===== config.mk =====
export PLATFORM = sky130hd
export DESIGN_NAME = conta_regresivo
export DESIGN_NICKNAME = d
export VERILOG_FILES = /design/src/rtl/conta_regresivo.sv
export SDC_FILE = /design/constraint.sdc
export NUM_CORES = 1
export LEC_CHECK = 0
export ABC_AREA = 1
export ABC_CLOCK_PERIOD_IN_PS = 2000
export BUFFER_PORTS_ARGS = -buffer_cell sky130_fd_sc_hd__buf_4
export CAP_MARGIN = 10
export CORE_MARGIN = 1
export CORE_UTILIZATION = 42
export CTS_BUF_LIST = sky130_fd_sc_hd__clkbuf_16
export CTS_CLUSTER_DIAMETER = 80
export DETAILED_ROUTE_END_ITERATION = 12
export PLACE_DENSITY = 0.66
export REMOVE_ABC_BUFFERS = 1
export SLEW_MARGIN = 10
export SYNTH_ARGS = -nofsm -noshare
export SYNTH_HDL_FRONTEND = slang
export SYNTH_SLANG_ARGS = --single-unit

===== constraint.sdc =====
create_clock -name clk -period 2 [get_ports clk]
set_clock_uncertainty 0.2 [all_clocks]
set_input_delay 0.5 -clock clk [delete_from_list [all_inputs] [get_ports clk]]
set_output_delay 0.5 -clock clk [all_outputs]
set_load 0.01 [all_outputs]

===== src/rtl/conta_regresivo.sv =====
// Loadable down-counter with IDLE/RUN/PAUSE/DONE control and terminal pulse.
// Define CONTA_AUTORELOAD_EN to restart from the last loaded value on terminal count.
module conta_regresivo #(
  parameter int LARGO = 6
) (
  input  logic             clk,
  input  logic             rst,
  input  logic             ena,
  input  logic             carga,
  input  logic [LARGO-1:0] valor,
  input  logic             inicio,
  input  logic             pausa,
  output logic [LARGO-1:0] cuenta,
  output logic             fin,
  output logic             activo
);

  typedef enum logic [1:0] {
    IDLE  = 2'd0,
    RUN   = 2'd1,
    PAUSE = 2'd2,
    DONE  = 2'd3
  } estado_t;

  estado_t          estado_q, estado_d;
  logic [LARGO-1:0] cuenta_q, cuenta_d;
  logic             fin_q, fin_d;

`ifdef CONTA_AUTORELOAD_EN
  logic [LARGO-1:0] recarga_q, recarga_d;

  always_ff @(posedge clk) begin
    if (rst) recarga_q <= '0;
    else     recarga_q <= recarga_d;
  end
`endif

  always_ff @(posedge clk) begin
    if (rst) begin
      estado_q <= IDLE;
      cuenta_q <= '0;
      fin_q    <= 1'b0;
    end else begin
      estado_q <= estado_d;
      cuenta_q <= cuenta_d;
      fin_q    <= fin_d;
    end
  end

  always_comb begin
    estado_d = estado_q;
    cuenta_d = cuenta_q;
    fin_d    = 1'b0;
`ifdef CONTA_AUTORELOAD_EN
    recarga_d = recarga_q;
`endif
    if (carga) begin
      cuenta_d = valor;
      estado_d = IDLE;
`ifdef CONTA_AUTORELOAD_EN
      recarga_d = valor;
`endif
    end else begin
      unique case (estado_q)
        IDLE: begin
          if (inicio && cuenta_q != '0) estado_d = RUN;
        end
        RUN: begin
          if (pausa) begin
            estado_d = PAUSE;
          end else if (ena && cuenta_q > LARGO'(1)) begin
            cuenta_d = cuenta_q - LARGO'(1);
          end else if (ena && cuenta_q == LARGO'(1)) begin
            // terminal detection at 1 keeps the count from wrapping
            fin_d = 1'b1;
`ifdef CONTA_AUTORELOAD_EN
            if (recarga_q != '0) begin
              cuenta_d = recarga_q;
            end else begin
              cuenta_d = '0;
              estado_d = DONE;
            end
`else
            cuenta_d = '0;
            estado_d = DONE;
`endif
          end
        end
        PAUSE: begin
          if (!pausa) estado_d = RUN;
        end
        DONE: begin
          cuenta_d = '0;
        end
        default: begin
          estado_d = IDLE;
        end
      endcase
    end
  end

  assign cuenta = cuenta_q;
  assign fin    = fin_q;
  assign activo = (estado_q == RUN);

endmodule


# ---- Word level (Yosys, flattened, before mapping)
# Cells that the tools add are included.
dict set report totals {
  out_inout_bits 8
  inputBits 12
  regBits 9
  elab_cells 39
}
dict set report classes {
  mux 12
  n_eq_ne 10
  n_reduce_logical 11
  magnitude_cmp 1
  n_addsub 1
  n_bitwise 1
}
# op count
set ops {}
lappend ops {{2-to-1 mux 6 bit} 4}
lappend ops {{one-hot mux 6 bit (2 select lines)} 1}
lappend ops {{2-to-1 mux 2 bit} 5}
lappend ops {{== test 6 x 1 -> 1 bit (second input constant)} 1}
lappend ops {{> comparator 6 x 1 -> 1 bit (second input constant)} 1}
lappend ops {{!= test 3 bit (second input constant)} 2}
lappend ops {{one-hot mux 2 bit (3 select lines)} 1}
lappend ops {{nonzero test 3 bit} 2}
lappend ops {{nonzero test 6 bit} 1}
lappend ops {{subtractor 6 x 1 -> 6 bit (second input constant)} 1}
lappend ops {{AND reduction 5 bit} 1}
lappend ops {{OR reduction 5 bit} 1}
lappend ops {{== test 2 bit (second input constant)} 2}
lappend ops {{!= test 2 bit (second input constant)} 2}
lappend ops {{!= test 4 x 2 -> 1 bit (second input constant)} 1}
lappend ops {{logical AND 1 bit} 3}
lappend ops {{!= test 3 x 2 -> 1 bit (second input constant)} 1}
lappend ops {{AND reduction 3 bit} 1}
lappend ops {{== test 2 x 1 -> 1 bit (second input constant)} 1}
lappend ops {{logical NOT 2 bit} 1}
lappend ops {{OR reduction 2 bit} 1}
lappend ops {{2-to-1 mux 1 bit} 1}
lappend ops {{NOT 1 bit} 1}

# ---- Depth between registers and ports, before layout
# Gate-level depths: netlist (run 1).
dict set report depth {
  word_depth 7
  ltp_mapped 12
  ltp_nobuf 12
}

# ---- Worst setup path before layout (run 1)
# No wires, ideal clock.
dict set report synth_timing {
  path_type {flip-flop to flip-flop}
  start {register cuenta_q[0] (netlist: cuenta[0])}
  end {register cuenta_q[0] (netlist: cuenta[0])}
  setup_ps 113
  arrival_ps 1298
  path_buffers 0
  required_time_ps 1687
  path_slack_ps 389
  path_stages_with_launch 11
  period_less_slack_ps 1611
  cell_sequence {dfxtp_1 inv_1 ha_1 inv_1 nand2_1 nand3_2 nand2_1 nand3_2 nand3_4 nor2_1 nor2_1}
}
dict set report synth_via {
  elab_chain_cells 6
  elab_cells_between_ends 11
  cone_classes {add/sub: 1; order compare: 1; eq/ne: 2; mux: 4; reduce/logical: 3}
}
# element line_no
set synth_rtl {}
lappend synth_rtl {{from (decl)} 26} ;# logic [LARGO-1:0] cuenta_q, cuenta_d;
lappend synth_rtl {{from (signal assigned)} 45} ;# cuenta_q <= cuenta_d;
lappend synth_rtl {{> comparator 6 x 1 -> 1 bit} 71} ;# end else if (ena && cuenta_q > LARGO'(1)) begin
lappend synth_rtl {{logical AND 1 bit} 71}
lappend synth_rtl {{2-to-1 mux 6 bit} 71}
lappend synth_rtl {{2-to-1 mux 6 bit} 69} ;# if (pausa) begin
lappend synth_rtl {{one-hot mux 6 bit (2 select lines)} 64} ;# unique case (estado_q)
lappend synth_rtl {{2-to-1 mux 6 bit} 57} ;# if (carga) begin
# Several ways; a longest one is shown, not always the timed one. The select of a mux whose other input is x is not followed.
# A chain may end at the register's enable or synchronous reset.

# ---- Final worst setup path (run 1)
dict set report layout_timing {
  start {register cuenta_q[0] (netlist: cuenta[0])}
  end {register cuenta_q[3] (netlist: cuenta[3])}
}
# The elaborated chain is that of the path after synthesis.

==> results of run 1 <==
critical path: stages, from the launching register on:
cell	delay (ns)
dfxtp_1	0.36
inv_1	0.13
ha_1	0.26
inv_1	0.06
nand2_1	0.05
nand3_2	0.06
nand3b_1	0.20
o21ai_0	0.21
nor2_1	0.06
nor2_1	0.09
registers in the layout, summed over array words and instances, names as in the netlist:
name and flops:
fin 1, cuenta 6, estado_q 2
logic make-up after synthesis:
kind of cell / Yosys count / synth area share
adders and majority gates: 3 / 0.05120
buffers and inverters: 18 / 0.1195
AOI/OAI and AO/OA: 10 / 0.06825
DFF: 9 / 0.2457
xor gates and xnor gates: 2 / 0.02390
and+or+nand+nor: 72 / 0.4915
layout make-up:
type | instances | area, µm² | area share
Inverter | 17 | 76.32 | 0.07922
Tap cell | 16 | 20.02 | 0.02078
Clock buffer | 3 | 75.07 | 0.07792
Timing Repair Buffer | 19 | 142.6 | 0.1481
Multi-Input combinational cell | 87 | 465.4 | 0.4831
Sequential cell | 9 | 180.2 | 0.1870
Clock inverter | 1 | 3.754 | 0.003896
cell usage in the layout (no fill, tap or decap):
cell type / instances
nand4_1: 1
o21ai_0: 5
nand3_2: 2
ha_1: 3
clkinv_8: 1
nand3_1: 11
nand3b_1: 1
nand3_4: 2
dfxtp_1: 9
a21oi_1: 4
buf_4: 19
nor2_1: 15
nand2_2: 3
inv_1: 14
xnor2_1: 1
inv_2: 3
nor2_4: 2
nor2_2: 2
clkbuf_16: 3
xor2_1: 1
nor4_1: 1
o21ai_1: 1
nand2_1: 32
where the power goes:
part | total, mW | internal, mW | leakage (nW) | switching, mW
Combinational | 0.205 | 0.0878 | 0.380 | 0.117
Clock | 0.347 | 0.261 | 0.0423 | 0.0861
Sequential | 0.215 | 0.195 | 0.0741 | 0.0201
per-layer routing:
| metal | vias up | share of wire | GRT usage |
|---|---|---|---|
| met3 | 4 | 0.079 | 0.06250 |
| met2 | 25 | 0.43 | 0.2836 |
| li1 | 404 | - | - |
| met5 | - | 0 | 0 |
| met1 | 337 | 0.48 | 0.2658 |
| met4 | 0 | 0.013 | 0.07500 |
how the worst min path moves through the flow:
stage | from | slack (ns) | endpoint
3_5_place_dp | estado_q[1]$_SDFFE_PP0P_ | 0.37 | estado_q[1]$_SDFFE_PP0P_
6_report | pausa | 0.29 | fin$_SDFF_PP0_
5_1_grt | pausa | 0.29 | fin$_SDFF_PP0_
2_1_floorplan | estado_q[1]$_SDFFE_PP0P_ | 0.32 | estado_q[1]$_SDFFE_PP0P_
3_3_place_gp | estado_q[1]$_SDFFE_PP0P_ | 0.36 | estado_q[1]$_SDFFE_PP0P_
4_1_cts | pausa | 0.29 | fin$_SDFF_PP0_
stage by stage:
| stage | setup slack, ns | hold slack [ns] |
|---|---|---|
| floorplan | 0.3893 | 0.3248 |
| global placement | 0.2997 | 0.3588 |
| detailed placement | 0.2581 | 0.3667 |
| CTS | 0.2363 | 0.2872 |
| global route | 0.09471 | 0.2885 |
| finish | 0.2380 | 0.2911 |
==> summary.txt, run 1 <==
Clock tree
  – Root buffer cell: clkbuf_16
  – CTS Hold Bufs: 0
  – CTS Buf Count: 3
  – # clock sinks: 9
  – Deepest clock path buffer count: 2
  – Worst-path clk slew: ~0.04 ns
  – Worst-skew pair later-pin latency: 0.23 ns
  – Resize count post-CTS: 0
  – CTS tree: built
  – # Post-CTS Setup Buffers: 0
  – H-tree levels: 1

Synthesis
  – Mean area per synthesized cell: 6.432 µm²
  – Post-synthesis sequential area ratio: 0.2457
  – Yosys Warn Count: 0
  – Seq cells post-synth: 9
  – Synth Instances: 114
  – Synth unique cells: 22
  – Post-synth top cells: 32 x nand2_1, 15 x nor2_1, 13 x inv_1, 11 x nand3_1, 9 x dfxtp_1
  – Async set-reset flop share out of synthesis: 0
  – Most common cell in the netlist: nand2_1
  – Area share of the largest cell type after synthesis: 0.2457
  – Ys flop type: dfxtp_1
  – Top post-synthesis cells by area: dfxtp_1 25%, nand2_1 16%, nor2_1 7.7%
  – Post-synth design cell area: 733.2 µm²
  – EDFF count, synth: 0
  – Cell taking the most area after synthesis: dfxtp_1

Critical path
  – CP startpoint: cuenta[0]$_SDFFE_PP0P_
  – Arrival @ worst endpoint: about 1.7 ns
  – Critical path class: reg -> reg
  – FF-to-FF End: cuenta[3]$_SDFFE_PP0P_
  – Crit-path max FO: 7
  – Crit path launch type: register
  – R2R depth: 9
  – Reg2reg setup slack: 0.24 ns
  – Required time of the critical path: 1.97 ns
  – RR Startpoint: cuenta[0]$_SDFFE_PP0P_
  – Setup crit end: cuenta[3]$_SDFFE_PP0P_
  – Worst Setup End Kind: register

GRT
  – Vias in the first global route: just under 600
  – Congestion Overflow GR: 0
  – Pin count of the biggest net entering global routing: 11
  – Total track usage: 0.1948
  – Initial antenna violation count: 0
  – First-pass GRT wire length: 2663 µm

Place
  – Final HPWL DP: 1254 µm
  – Dpl cells: between 100 and 150
  – Post-DP Area: between 800 and 900 µm²
  – Gpl congestion: 0.8998
  – IO buf count: 19

Drt
  – Antenna viol nets, final: 0
  – Wire length per cell: 11.05 µm
  – Drt total wl: 1679 µm
  – DRC errors left: 2
  – Drt pass-1 iters: 8
  – Initial DRC Count: 27
  – Routed vias: 770
  – Vias per Instance: 5.066

Min path
  – Min-delay worst type: in -> reg
  – Hold depth: 2

STA
  – Period utilization: 0.8810
  – Final-report max-slew violation count: 0
  – RSZ-0062 raised after global routing: no
  – Final setup vio count: 0
  – Pin slew with the least headroom to its limit: 0.3114 ns
  – Setup tns final: 0 ns
  – Min cycle time layout: 1.762 ns
  – Final hold violations: 0
  – Highest clock rate: between 0.5 and 0.6 GHz
  – Slew HR: 0.7905

Cells and area
  – # nets final: 152
  – # diodes: 0
  – Layout cell share with drive strength beyond 1: 0.2721
  – Fin area: 963.4 µm²
  – Area Growth Syn to Fin: 31.40%
  – Filler instances: ~150
  – Final core utilization: 0.6111
  – Fin cells: about 150

Power and ir drop
  – Leakage: between 0.4 and 0.5 nW
  – Maximum VDD drop: 0.6573 mV
  – Pwr dens: 795.7 mW/mm²
  – Tot Pwr: 766.6 µW

Floorplan
  – Row cnt: 14
  – Die Ht: 43.78 µm
  – Width of the die: 43.78 µm
  – Starting density of the core: 0.4651
  – Core region area: 0.001577 mm²
  – Ports: 20
  – Die area: 0.001917 mm²

Run
  – MaxCap Viol Count: 0

Run status
  – Outcome: complete, but fails checks
  – Failing checks: DRC
No activity file was read; power rests on OpenSTA's default activity.
==> run 2, diff against run 1 <==
--- a/config.mk
+++ b/config.mk
@@ -5,8 +5,7 @@
 export SDC_FILE = /design/constraint.sdc
 export NUM_CORES = 1
 export LEC_CHECK = 0
-export ABC_AREA = 1
-export ABC_CLOCK_PERIOD_IN_PS = 2000
+export ABC_CLOCK_PERIOD_IN_PS = 1900
 export BUFFER_PORTS_ARGS = -buffer_cell sky130_fd_sc_hd__buf_4
 export CAP_MARGIN = 10
 export CORE_MARGIN = 1
@@ -14,7 +13,7 @@
 export CTS_BUF_LIST = sky130_fd_sc_hd__clkbuf_16
 export CTS_CLUSTER_DIAMETER = 80
 export DETAILED_ROUTE_END_ITERATION = 12
-export PLACE_DENSITY = 0.66
+export PLACE_DENSITY = 0.67
 export REMOVE_ABC_BUFFERS = 1
 export SLEW_MARGIN = 10
 export SYNTH_ARGS = -nofsm -noshare
==> constraint.sdc (replaced) <==
create_clock -name clk -period 1.9 [get_ports clk]
set_clock_uncertainty 0.2 [all_clocks]
set_input_delay 0.475 -clock clk [delete_from_list [all_inputs] [get_ports clk]]
set_output_delay 0.475 -clock clk [all_outputs]
set_load 0.01 [all_outputs]
==> summary.txt, run 2 <==
Run status
  – Outcome: finished clean

Synthesis
  – Synth Instances: 79
  – Yosys Warn Count: 0
  – Ys flop type: dfxtp_1
  – Seq cells post-synth: 9
  – Async set-reset flop share out of synthesis: 0
  – Most common cell in the netlist: dfxtp_1
  – Mean area per synthesized cell: 8.426 µm²
  – Post-synth top cells: 9 x dfxtp_1, 7 x a32oi_1, 6 x nand2_1, 6 x nor3_1
  – Post-synthesis mux area share: 0
  – EDFF count, synth: 0
  – Post-synth design cell area: 665.6 µm²
  – Post-synthesis sequential area ratio: 0.2707
  – Largest family of logic cells by synthesized area: compound AO/OA/AOI/OAI gates
  – Complex-gate fraction of the synthesized area: 0.3233
  – Top post-synthesis cells by area: dfxtp_1 27%, a32oi_1 9.2%, ha_1 5.6%
  – Cell taking the most area after synthesis: dfxtp_1
  – Adder-Cell Fraction of Synth Area: 0.05639
  – Synth unique cells: 31
  – Simple-gate share of the synthesized area: 0.3102
  – Area share of the largest cell type after synthesis: 0.2707
  – Xor/xnor cell area share of the yosys netlist: 0

Drt
  – Drt total wl: about 2100 µm
  – Antenna viol nets, final: 0
  – Vias per Instance: 6.075
  – Wire length per cell: 16.05 µm
  – Drt pass-1 iters: 4
  – Routed vias: 808
  – DRC errors left: 0
  – Initial DRC Count: 26

Floorplan
  – Width of the die: 41.81 µm
  – Ports: 20
  – Starting density of the core: 0.4471
  – Die area: 0.001748 mm²
  – Die Ht: 41.81 µm
  – Row cnt: 14
  – Core region area: between 0.001 and 0.0015 mm²

Clock tree
  – Root buffer cell: clkbuf_16
  – CTS Hold Bufs: 0
  – # clock sinks: 9
  – Deepest clock path buffer count: 2
  – Worst-skew pair later-pin latency: 0.24 ns
  – CTS Buf Count: 3
  – CTS tree: built
  – Worst-path clk slew: 0.04 ns
  – H-tree levels: 1

Cells and area
  – Most frequent cells in the layout: 35 x buf_4, 8 x dfxtp_1, 6 x nand2_1, 6 x a32oi_1
  – Max reg flops: 6
  – Layout cell share with drive strength beyond 1: 0.4701
  – Final core utilization: 0.7218
  – Commonest non-fill, non-tap cell in the layout: buf_4
  – # nets final: 133
  – # diodes: 0
  – Area Growth Syn to Fin: 61.47%
  – Fin cells: 133

GRT
  – First-pass GRT wire length: ~3400 µm
  – Congestion Overflow GR: 0
  – Total track usage: 0.2534
  – Vias in the first global route: 759
  – Initial antenna violation count: 0
  – Pin count of the biggest net entering global routing: 12

Power and ir drop
  – Maximum VDD drop: 0.5579 mV
  – Leakage: 0.4504 nW
  – Pwr dens: 758.8 mW/mm²

Min path
  – Min-delay worst type: in -> reg

STA
  – Final setup vio count: 0
  – Setup tns final: 0 ns
  – Highest clock rate: ~0.55 GHz
  – Min cycle time layout: 1.833 ns
  – Slew HR: 0.6729
  – Final hold violations: 0
  – Period utilization: 0.9650
  – Worst hold slack: about 0.28 ns
  – Pin slew with the least headroom to its limit: 0.4870 ns
  – Setup WS post-layout: about 0.067 ns
  – Final-report max-slew violation count: 0

Critical path
  – Slowest stage delay, CP: 0.39 ns
  – Crit path launch type: register
  – Arrival @ worst endpoint: between 1.5 and 2 ns
  – CP max-delay cell: or3b_4
  – Critical path class: reg -> reg
  – CP cell instances: inv_1, ha_2, or3b_4, o221ai_4, a32oi_1, a221oi_2
  – Reg2reg setup slack: 0.07 ns
  – Crit-path max FO: 5
  – Required time of the critical path: 1.85 ns
  – Worst Setup End Kind: register

Place
  – Pre-CTS WS: -0.09543 ns
  – Gpl congestion: roughly 0.90
  – Final HPWL DP: 1415 µm
  – IO buf count: 19
  – Dpl cells: 127

Run
  – MaxCap Viol Count: 0
## run 2: changes by cell type after synthesis, moves of 4 or more
cell      delta
a32oi_1      +7
nand3_1     -10
nand2b_1     +5
nor2b_1      +4
inv_1        -8
nand2_1     -26
nor2_1      -10
nor3_1       +6
## run 2: repair_timing
action	in CTS	in global routing
buffers inserted	2	0
gates cloned	0	0
gates resized for setup	6	7
endpoints found under the setup margin	5	6
pin swaps	1	3
## run 2: per-layer routing
| metal | vias up | GRT usage | routed length (µm) |
|---|---|---|---|
| li1 | 381 | - | - |
| met1 | 395 | 0.2914 | 886 |
| met2 | 28 | 0.4375 | 1090 |
| met3 | 4 | 0.09130 | 122 |
| met4 | 0 | 0.07097 | 34 |
| met5 | - | 0 | 0 |
## run 2: cell families (layout without fill, tap and decap cells)
group,after synthesis,count (layout)
AND/OR/NAND/NOR,36,36
buffers and inverters,7,45
flip-flops,9,9
AO/OA/AOI/OAI,24,24
adder cells (fa/ha/maj),3,3
## run 2: metrics by stage
stage          power [mW]  instance area [µm²]
3_5_place_dp       0.4140                933.4
4_1_cts            0.8023                 1046
3_3_place_gp       0.4116                933.4
5_1_grt            0.8506                 1075
2_1_floorplan      0.3167                658.1
6_report           0.8155                 1075
## run 2: worst paths after layout
| check | startpoint | endpoint | cells after the start |
|---|---|---|---|
| worst max-delay path | cuenta[0]$_SDFFE_PP0P_ | cuenta[0]$_SDFFE_PP0P_ | 6 |
| worst min-delay path | rst | cuenta[0]$_SDFFE_PP0P_ | 2 |
| worst max register to register | cuenta[0]$_SDFFE_PP0P_ | cuenta[0]$_SDFFE_PP0P_ | 6 |
| worst min register to register | cuenta[4]$_SDFFE_PP0P_ | cuenta[4]$_SDFFE_PP0P_ | 2 |
## run 2: layout make-up
type	instances	area (µm²)
Inverter	5	18.77
Clock buffer	3	75.07
Tap cell	16	20.02
Timing Repair Buffer	36	274.0
Multi-Input combinational cell	63	501.7
Fill cell	113	414.1
Sequential cell	9	181.4
Clock inverter	1	3.754
## run 2: power by group
part | switching, mW | total (mW) | internal [mW]
Combinational | 0.116 | 0.231 | 0.115
Clock | 0.0990 | 0.375 | 0.276
Sequential | 0.00963 | 0.210 | 0.200
Total | 0.225 | 0.816 | 0.591
## run 2: worst max-delay path: cells and delay by family, from the launching register on
family | cells | cell delay [ns]
AND/OR/NAND/NOR | 1 | 0.39
flip-flops | 1 | 0.32
adder cells (fa/ha/maj) | 1 | 0.19
AO/OA/AOI/OAI | 3 | 0.58
buffers and inverters | 1 | 0.07
==> run 3, diff against run 2 <==
--- a/config.mk
+++ b/config.mk
@@ -8,12 +8,14 @@
 export ABC_CLOCK_PERIOD_IN_PS = 1900
 export BUFFER_PORTS_ARGS = -buffer_cell sky130_fd_sc_hd__buf_4
 export CAP_MARGIN = 10
+export CELL_PAD_IN_SITES_DETAIL_PLACEMENT = 1
+export CELL_PAD_IN_SITES_GLOBAL_PLACEMENT = 2
 export CORE_MARGIN = 1
-export CORE_UTILIZATION = 42
+export CORE_UTILIZATION = 28
 export CTS_BUF_LIST = sky130_fd_sc_hd__clkbuf_16
 export CTS_CLUSTER_DIAMETER = 80
 export DETAILED_ROUTE_END_ITERATION = 12
-export PLACE_DENSITY = 0.67
+export PLACE_DENSITY_LB_ADDON = 0.1
 export REMOVE_ABC_BUFFERS = 1
 export SLEW_MARGIN = 10
 export SYNTH_ARGS = -nofsm -noshare
==> summary.txt, run 3 (synthesis gave the netlist of run 2 again) <==
Min path
  – Min-delay worst type: in -> reg

Clock tree
  – H-tree levels: 1
  – CTS Buf Count: 3
  – Deepest clock path buffer count: 2
  – Worst-skew pair later-pin latency: 0.24 ns
  – Worst-path clk slew: ~0.040 ns
  – CTS tree: built
  – Root buffer cell: clkbuf_16
  – CTS Hold Bufs: 0
  – # clock sinks: 9

Drt
  – Drt total wl: ~2300 µm
  – Initial DRC Count: 8
  – Antenna viol nets, final: 0
  – Drt pass-1 iters: 4
  – Vias per Instance: a little over 5
  – DRC errors left: 0
  – Wire length per cell: 15.63 µm
  – Routed vias: 762

STA
  – Final setup vio count: 0
  – Final hold violations: 0
  – Worst hold slack: around 0.29 ns
  – Period utilization: 0.9717
  – Min cycle time layout: 1.846 ns
  – Final-report max-slew violation count: 0
  – Slew HR: 0.7311
  – RSZ-0062 raised after global routing: yes
  – Setup WS post-layout: 0.05383 ns
  – Highest clock rate: about 0.54 GHz
  – Pin slew with the least headroom to its limit: 0.3997 ns
  – Setup tns final: 0 ns

Floorplan
  – Die area: 0.002576 mm²
  – Width of the die: just over 50 µm
  – Row cnt: 17
  – Core region area: 0.002233 mm²
  – Ports: 20
  – Starting density of the core: 0.2980
  – Die Ht: 50.76 µm

Critical path
  – Reg2reg setup slack: 0.05 ns
  – Critical path class: reg -> reg
  – FF-to-FF End: cuenta[3]$_SDFFE_PP0P_
  – Required time of the critical path: around 1.8 ns
  – Worst Setup End Kind: register
  – Setup crit end: cuenta[3]$_SDFFE_PP0P_
  – CP startpoint: cuenta[1]$_SDFFE_PP0P_
  – Crit-path max FO: 6
  – R2R depth: 6
  – RR Startpoint: cuenta[1]$_SDFFE_PP0P_
  – Crit path launch type: register
  – Arrival @ worst endpoint: 1.76 ns

GRT
  – Initial antenna violation count: 0
  – Vias in the first global route: 810
  – Pin count of the biggest net entering global routing: 12
  – Total track usage: 0.2168
  – Congestion Overflow GR: 0
  – First-pass GRT wire length: 3919 µm

Cells and area
  – # diodes: 0
  – Filler instances: 258
  – Final core utilization: 0.5059
  – Area Growth Syn to Fin: 69.74%
  – # nets final: 136
  – Max reg flops: 6
  – Commonest non-fill, non-tap cell in the layout: buf_4
  – Most frequent cells in the layout: 38 x buf_4, 7 x dfxtp_1, 6 x nand2_1, 6 x a32oi_1
  – Layout cell share with drive strength beyond 1: 0.5000

Power and ir drop
  – Leakage: 0.4707 nW
  – Tot Pwr: 824.8 µW
  – Maximum VDD drop: 0.5601 mV
  – Pwr dens: 730.0 mW/mm²

Run
  – MaxCap Viol Count: 0

Place
  – IO buf count: 19
  – Pre-CTS WS: -0.1121 ns
  – Gpl congestion: 0.8231
  – Final HPWL DP: around 1700 µm

Run status
  – Outcome: finished clean
==> run 3: cell types whose count changed in the layout (fill, tap and decap cells not counted), sizes merged <==
cell and change:
buf +3
==> run 3: where the power goes <==
| part | internal (mW) | switching, mW | total [mW] |
|---|---|---|---|
| logic | 0.122 | 0.114 | 0.236 |
| registers | 0.200 | 0.0111 | 0.211 |
| clock network | 0.276 | 0.102 | 0.378 |
| total | 0.598 | 0.227 | 0.825 |
==> run 3: metal layers <==
layer / GRT usage / up-vias / wire, µm / part of all wire
met4: 0.1528 / 0 / 75 / 0.032
li1: - / 391 / - / -
met2: 0.3444 / 19 / 1104 / 0.48
met5: 0 / - / 0 / 0
met3: 0.04242 / 7 / 100 / 0.043
met1: 0.2586 / 345 / 1033 / 0.45
==> run 3: final cells by class <==
type / instances / area [µm²] / area share
Inverter: 5 / 23.77 / 0.02104
Multi-Input combinational cell: 63 / 510.5 / 0.4518
Timing Repair Buffer: 39 / 296.5 / 0.2625
Clock inverter: 1 / 3.754 / 0.003322
Tap cell: 28 / 35.03 / 0.03101
Sequential cell: 9 / 185.2 / 0.1639
Clock buffer: 3 / 75.07 / 0.06645
==> run 3: stage by stage <==
step	cells	area, µm²
finish	148	1130
global route	148	1130
CTS	147	1087
detailed placement	140	955.9
global placement	140	955.9
floorplan	77	658.1
==> run 3: how the worst min path moves through the flow <==
| stage | start | endpoint | slack, ns | depth (start not counted) |
|---|---|---|---|---|
| after detailed placement | cuenta[5]$_SDFFE_PP0P_ | cuenta[5]$_SDFFE_PP0P_ | 0.41 | 3 |
| final | rst | cuenta[0]$_SDFFE_PP0P_ | 0.29 | 2 |
| after global routing | rst | cuenta[1]$_SDFFE_PP0P_ | 0.30 | 2 |
| after CTS | rst | cuenta[1]$_SDFFE_PP0P_ | 0.28 | 2 |
| after global placement | cuenta[1]$_SDFFE_PP0P_ | cuenta[1]$_SDFFE_PP0P_ | 0.40 | 3 |
| after floorplan | rst | cuenta[0]$_SDFFE_PP0P_ | 0.34 | 1 |
==> run 3: timing repair <==
item	4_1_cts	5_1_grt
pin swaps	4	4
endpoints found under the hold margin	0	0
buffers inserted	3	1
setup endpoints to repair	5	6
gates resized for setup	12	6
==> run 3: critical path, cell delays in order, from the launching register on <==
cell      delay (ns)
dfxtp_2         0.34
inv_4           0.05
ha_4            0.16
or3b_4          0.38
o221ai_4        0.24
and2_4          0.25
o32ai_1         0.09
